## src/rtl/fetch_pkg.sv

```systemverilog
// Shared definitions for the instruction-fetch sequencer: state encoding,
// fetch constants and a small opcode helper.
package fetch_pkg;

   typedef enum logic [1:0] {
      FETCH = 2'd0,
      WAIT  = 2'd1,
      HOLD  = 2'd2,
      HALT  = 2'd3
   } state_e;

   localparam logic [15:0] NOP_INSTR     = 16'h0800;
   localparam logic [4:0]  HALT_OPCODE   = 5'b00000;
   localparam logic [15:0] PC_STEP       = 16'h0002;
   // Instructions are halfword aligned; redirect targets drop bit 0.
   localparam logic [15:0] PC_ALIGN_MASK = 16'hFFFE;

   // True when the major opcode field [15:11] encodes HALT.
   function automatic logic is_halt_op(input logic [4:0] opcode);
      return opcode == HALT_OPCODE;
   endfunction

endpackage

```

## src/rtl/rca_16b.sv

```systemverilog
// 16-bit ripple-carry adder, modulo 2^16 (carry out of bit 15 discarded).
module rca_16b (
   input  logic [15:0] a_i,
   input  logic [15:0] b_i,
   output logic [15:0] sum_o
);

   logic carry;

   // Ripple the carry from bit 0 upwards, one full adder per bit.
   always_comb begin
      // NOTE: blocking assignments here are deliberate -- carry must be
      // updated in order within the loop; sequential logic uses <= instead.
      carry = 1'b0;
      sum_o = '0;
      for (int i = 0; i < 16; i++) begin
         sum_o[i] = a_i[i] ^ b_i[i] ^ carry;
         carry    = (a_i[i] & b_i[i]) | (carry & (a_i[i] ^ b_i[i]));
      end
   end

endmodule

```

## src/rtl/fetch_ctrl.sv

```systemverilog
// Instruction-fetch sequencer: owns the PC, drives a multi-cycle instruction
// memory through an en/done handshake, holds instructions under decode
// hazards, handles redirects (including one that lands while an access is
// outstanding) and freezes on HALT.
// Optional: define FETCH_PERF_CNT_EN to add fetch_cnt / stall_cnt counters.
module fetch_ctrl #(
   parameter logic [15:0] RESET_PC  = 16'h0000,
   parameter logic [15:0] NOP_INSTR = fetch_pkg::NOP_INSTR
) (
   input  logic        clk,
   input  logic        rst,
   output logic        mem_en,
   output logic [15:0] mem_addr,
   input  logic [15:0] mem_data,
   input  logic        mem_done,
   input  logic        hazard,
   input  logic        pcsrc,
   input  logic [15:0] pc_brj,
   output logic [15:0] instr_out,
   output logic        instr_valid,
   output logic [15:0] pc_incr,
   output logic        dump,
   output logic        halted
`ifdef FETCH_PERF_CNT_EN
   ,
   output logic [15:0] fetch_cnt,
   output logic [15:0] stall_cnt
`endif
);

   import fetch_pkg::*;

   state_e      state_q, state_d;
   logic [15:0] pc_q, pc_d;
   logic [15:0] pend_pc_q, pend_pc_d;
   logic        squash_q, squash_d;
   logic [15:0] hold_instr_q, hold_instr_d;

   logic [15:0] pc_plus2;
   logic [15:0] target;
   logic [15:0] data_now;
   logic        deliver;
   logic        accept;

   assign target = pc_brj & PC_ALIGN_MASK;

   rca_16b u_pc_adder (
      .a_i   (pc_q),
      .b_i   (PC_STEP),
      .sum_o (pc_plus2)
   );

   // Select the instruction presented this cycle and whether one is present.
   always_comb begin
      deliver  = 1'b0;
      data_now = mem_data;
      case (state_q)
         FETCH:   deliver = mem_done;
         WAIT:    deliver = mem_done && !squash_q;
         HOLD: begin
            deliver  = 1'b1;
            data_now = hold_instr_q;
         end
         default: deliver = 1'b0;
      endcase
   end

   assign mem_en      = !rst && (state_q == FETCH || state_q == WAIT);
   assign mem_addr    = pc_q;
   assign instr_valid = !rst && deliver && !pcsrc;
   assign instr_out   = instr_valid ? data_now : NOP_INSTR;
   assign pc_incr     = pc_plus2;
   assign accept      = instr_valid && !hazard;
   assign dump        = accept && is_halt_op(data_now[15:11]);
   assign halted      = !rst && (state_q == HALT);

   // Next-state logic: redirects first, then squash resolution, then completion.
   always_comb begin
      // NOTE: every variable gets a default first so no path leaves it
      // unassigned, which would otherwise infer a latch.
      state_d      = state_q;
      pc_d         = pc_q;
      squash_d     = squash_q;
      pend_pc_d    = pend_pc_q;
      hold_instr_d = hold_instr_q;

      case (state_q)
         FETCH: begin
            if (pcsrc) begin
               pc_d    = target;
               state_d = FETCH;
            end else if (!mem_done) begin
               state_d = WAIT;
            end
         end
         WAIT: begin
            if (pcsrc) begin
               if (mem_done) begin
                  pc_d     = target;
                  squash_d = 1'b0;
                  state_d  = FETCH;
               end else begin
                  pend_pc_d = target;
                  squash_d  = 1'b1;
               end
            end else if (mem_done && squash_q) begin
               pc_d     = pend_pc_q;
               squash_d = 1'b0;
               state_d  = FETCH;
            end
         end
         HOLD: begin
            if (pcsrc) begin
               pc_d    = target;
               state_d = FETCH;
            end
         end
         default: ; // HALT: frozen until reset
      endcase

      // A real instruction completes the same way from FETCH, WAIT or HOLD.
      if (deliver && !pcsrc) begin
         if (hazard) begin
            hold_instr_d = data_now;
            state_d      = HOLD;
         end else if (is_halt_op(data_now[15:11])) begin
            state_d = HALT;
         end else begin
            pc_d    = pc_plus2;
            state_d = FETCH;
         end
      end
   end

   // Control state and PC registers with synchronous reset.
   always_ff @(posedge clk) begin
      // NOTE: non-blocking assignments so every register samples pre-edge values.
      if (rst) begin
         state_q   <= FETCH;
         pc_q      <= RESET_PC;
         squash_q  <= 1'b0;
         pend_pc_q <= '0;
      end else begin
         state_q   <= state_d;
         pc_q      <= pc_d;
         squash_q  <= squash_d;
         pend_pc_q <= pend_pc_d;
      end
   end

   // Hold latch for an instruction stalled by decode.
   always_ff @(posedge clk) begin
      // NOTE: no reset needed; this register is only read in HOLD, which is
      // always entered by writing it first.
      hold_instr_q <= hold_instr_d;
   end

`ifdef FETCH_PERF_CNT_EN
   logic [15:0] fetch_cnt_q;
   logic [15:0] stall_cnt_q;

   // Saturating counters; both stop naturally in HALT (no accepts, no stalls).
   always_ff @(posedge clk) begin
      if (rst) begin
         fetch_cnt_q <= '0;
         stall_cnt_q <= '0;
      end else begin
         if (accept && fetch_cnt_q != 16'hFFFF) begin
            fetch_cnt_q <= fetch_cnt_q + 16'd1;
         end
         if ((state_q == WAIT || state_q == HOLD) && stall_cnt_q != 16'hFFFF) begin
            stall_cnt_q <= stall_cnt_q + 16'd1;
         end
      end
   end

   assign fetch_cnt = fetch_cnt_q;
   assign stall_cnt = stall_cnt_q;
`else
   // Performance counters not built.
`endif

endmodule

```

## config.mk

```make
export PLATFORM = sky130hd
export DESIGN_NAME = fetch_ctrl
export DESIGN_NICKNAME = d
export VERILOG_FILES = /design/src/rtl/fetch_pkg.sv /design/src/rtl/rca_16b.sv /design/src/rtl/fetch_ctrl.sv
export SDC_FILE = /design/constraint.sdc
export NUM_CORES = 1
export LEC_CHECK = 0
export ABC_AREA = 1
export CORE_ASPECT_RATIO = 0.75
export CORE_UTILIZATION = 53
export DETAILED_ROUTE_END_ITERATION = 16
export PLACE_DENSITY_LB_ADDON = 0.3
export SYNTH_ARGS = -nofsm -noshare
export SYNTH_HDL_FRONTEND = slang
export SYNTH_SLANG_ARGS = --single-unit
```

## constraint.sdc

```tcl
create_clock -name clk -period 12.3 [get_ports clk]
set_clock_uncertainty 0.2 [all_clocks]
set_input_delay 3.69 -clock clk [delete_from_list [all_inputs] [get_ports clk]]
set_output_delay 3.69 -clock clk [all_outputs]
set_load 0.01 [all_outputs]
```

==> reports/summary.txt <==
Fin Setup TNS -> 0 ns
Final setup viols -> 0
Req. time, crit path -> 8.41 ns
Detailed placement HPWL -> 5930 um
Initial Util -> 0.569
Main combinational cell family by area after synthesis -> simple AND/OR/NAND/NOR gates
Clock latency at the later pin of the worst-skew pair -> 0.31 ns
Vias in the first global route -> 3,031
Power, Total -> 0.748 mW
Grt peak-use layer -> met2
Crit path time final -> 10.15 ns
Hold_sp -> mem_addr[0]
Worst r2r src -> mem_addr[1]
Slew Limit Fails -> 0
Antenna violations before repair -> 0
GP Congestion -> 0.808
Wire length per cell -> 12.7 um
H-tree depth -> 2
Boundary pin count -> 89
Max-cap violations -> 0
Post-DRT Antenna Nets -> 0
Synth Area in XOR/XNOR -> 0.00255
Site row count -> 24
Final Hold Viols -> 0
Clock Tree Buf Depth -> 2
Synthesized net count -> 558
Cell count after synthesis -> 503
CP Capture Type -> primary output
Synth Register Bits -> 50
Post-synth top area cell -> dfxtp_1
Reg2reg path depth -> 16
Remaining Overflow, GRT -> 0
Slew @ Worst Pin -> 1.00 ns
Share of cells above drive strength 1 -> 0.122
Vias -> 3,351
Buffers on Ports -> 87
Startpoint types -> input pin
Sequential area share after synthesis -> 0.338
Synthesized cell area -> 0.00343 mm^2
Most used cell, CP -> nand2_2
DP Cell Count -> 644
CTS tree -> built
Die span in x -> 94.9 um
Hold path depth -> 2
Slew HR -> 0.332
Vias/cell -> 5.14
CTS Buf Count -> 5
Nets -> 628
Syn avg cell area -> 6.83 um^2
Non-Filler Instances -> 652
Status -> complete, no violations
Resized Gates After CTS -> 0
Post-Synth Simple-Gate Area -> 0.417
Post-Synth Adder-Cell Area -> 0.0656
Crit path kind -> in -> out
Met3 usage -> 0.0425
FILL cells -> 505
Final worst-path cycle share -> 0.826
FF+latch area -> 0.00116 mm^2
Mux cell area share after synthesis -> 0
Maximum number of pins on one net before global-route repair -> 34
Worst reg-to-reg setup slack -> 8.79 ns
CTS Hold Buffers Added -> 0
Placeable Area -> 0.00604 mm^2
Critical-path cell list -> clkdlybuf4s50_1 > nand2_2 > clkinv_2 > nand2_2 > nand2_2 > nand3_4 > inv_1 > nand2_2 > nor2_1 > clkdlybuf4s50_1
Power per cell area -> 172 mW/mm^2
Synth cell types -> 34
Post-synth top area share -> 0.198
Root buffer cell -> clkbuf_8
Pre-CTS setup slack -> 2.20 ns
Synth top area cells -> dfxtp_1 (20%), nand2_1 (18%), edfxtp_1 (14%), nor2_1 (7.3%), ha_1 (6.6%)
Routing usage on met1 -> 0.378
Met2 GRT Util -> 0.409
GRT Overall Usage -> 0.261
RSZ-0062 raised after global routing -> false
Layout overhead on the synthesized area -> 26.9%
DRC errors left -> 0
Clk sink count -> 50
Synth Area in Compound Gates -> 0.0733
Worst R2R End -> mem_addr[14]
Slowest stage delay, CP -> 1.00 ns
Initial DRC count -> 226
Die area -> 0.00681 mm^2
CTS clk-pin slew, worst paths -> 0.09 ns
Area of the multi-input gates -> 0.00192 mm^2
Lkg Pwr -> 2.07 nW
Hold Path End -> mem_addr[0]
Max FO, Critical Path -> 20
WL final -> 8300 um
Postcts setup bufs -> 0
Yosys warns -> 0
Maximum VDD drop -> 96.2 uV
First-pass GRT wire length -> 14,100 um
Critical path's slowest cell -> clkdlybuf4s50_1
Total inserted antenna cells -> 0
Min-Delay Path Class -> reg -> reg
Die Span Y -> 71.7 um
Fmax -> 0.0985 GHz
DR pass1 iterations -> 4
Data arrival time of the critical path -> 6.26 ns
Setup ws final -> 2.15 ns
final cells by class:
type                            instances  area share
Timing Repair Buffer                   88       0.202
Tap cell                               78      0.0224
Clock buffer                            8      0.0253
Multi-Input combinational cell        379       0.440
Sequential cell                        50       0.267
Inverter                               49      0.0442
cell usage after synthesis (all sizes together):
library cell  number
o21ai             42
nand3             11
dfxtp             34
a21oi              3
o21bai             1
a211oi             1
inv               46
clkbuf             9
nor2              91
ha                18
edfxtp            16
clkinv             3
buf               16
nand3b            13
xor2               1
or2               12
nand2            186
where the power goes:
part	total (mW)	internal, mW	switching, mW
combinational	0.400	0.167	0.233
clock	0.112	0.0569	0.0553
sequential	0.236	0.210	0.0254
worst max path at each step:
stage,start,endpoint
3_5_place_dp,mem_done,instr_out[12]
2_1_floorplan,mem_done,instr_out[10]
6_report,mem_done,instr_out[6]
5_1_grt,mem_done,instr_out[5]
3_3_place_gp,rst,instr_out[10]
4_1_cts,mem_done,instr_out[6]
through the flow:
step	utilization	instance area (um^2)	hold slack, ns
final	0.722	4360	0.266
after global routing	0.722	4360	0.311
after CTS	0.722	4360	0.272
after floorplan	-	3430	0.273
after global placement	0.704	4250	0.241
after detailed placement	0.704	4250	0.258
critical path, delay by kind of cell:
kind | cells | cell delay (ns)
buffers and inverters | 4 | 1.80
and+or+nand+nor | 6 | 0.76
kinds of logic after synthesis:
group                      Yosys count
and+or+nand+nor                    313
DFF                                 50
adders and majority gates           18
AOI/OAI and AO/OA                   47
buffers and inverters               74
xor gates and xnor gates             1
sequential cells by signal, indices dropped and copies added, names as in the netlist:
register	cells
hold_instr_q	16
mem_addr	16
pend_pc_q	15
squash_q	1
state_q	2
cells in the final DEF, fill, tap and decap left out, types with 2 or more instances in the layout:
cell type / count
nand3_4: 3
inv_2: 2
ha_1: 18
or2_2: 11
nand3_1: 8
clkdlybuf4s50_1: 87
nand2_2: 16
o21ai_0: 37
nor2_2: 22
o21ai_1: 5
nand3b_1: 13
clkbuf_8: 8
nor2_1: 67
edfxtp_1: 16
a21oi_1: 2
inv_1: 43
nand2_1: 169
dfxtp_1: 34
metal layers:
layer  vias up  part of all wire
li1       1689                 -
met1      1532              0.47
met2       123              0.45
met3         7             0.072
met4         0            0.0074
met5         -                 0
Note: power is estimated with default switching activity, not from simulation.
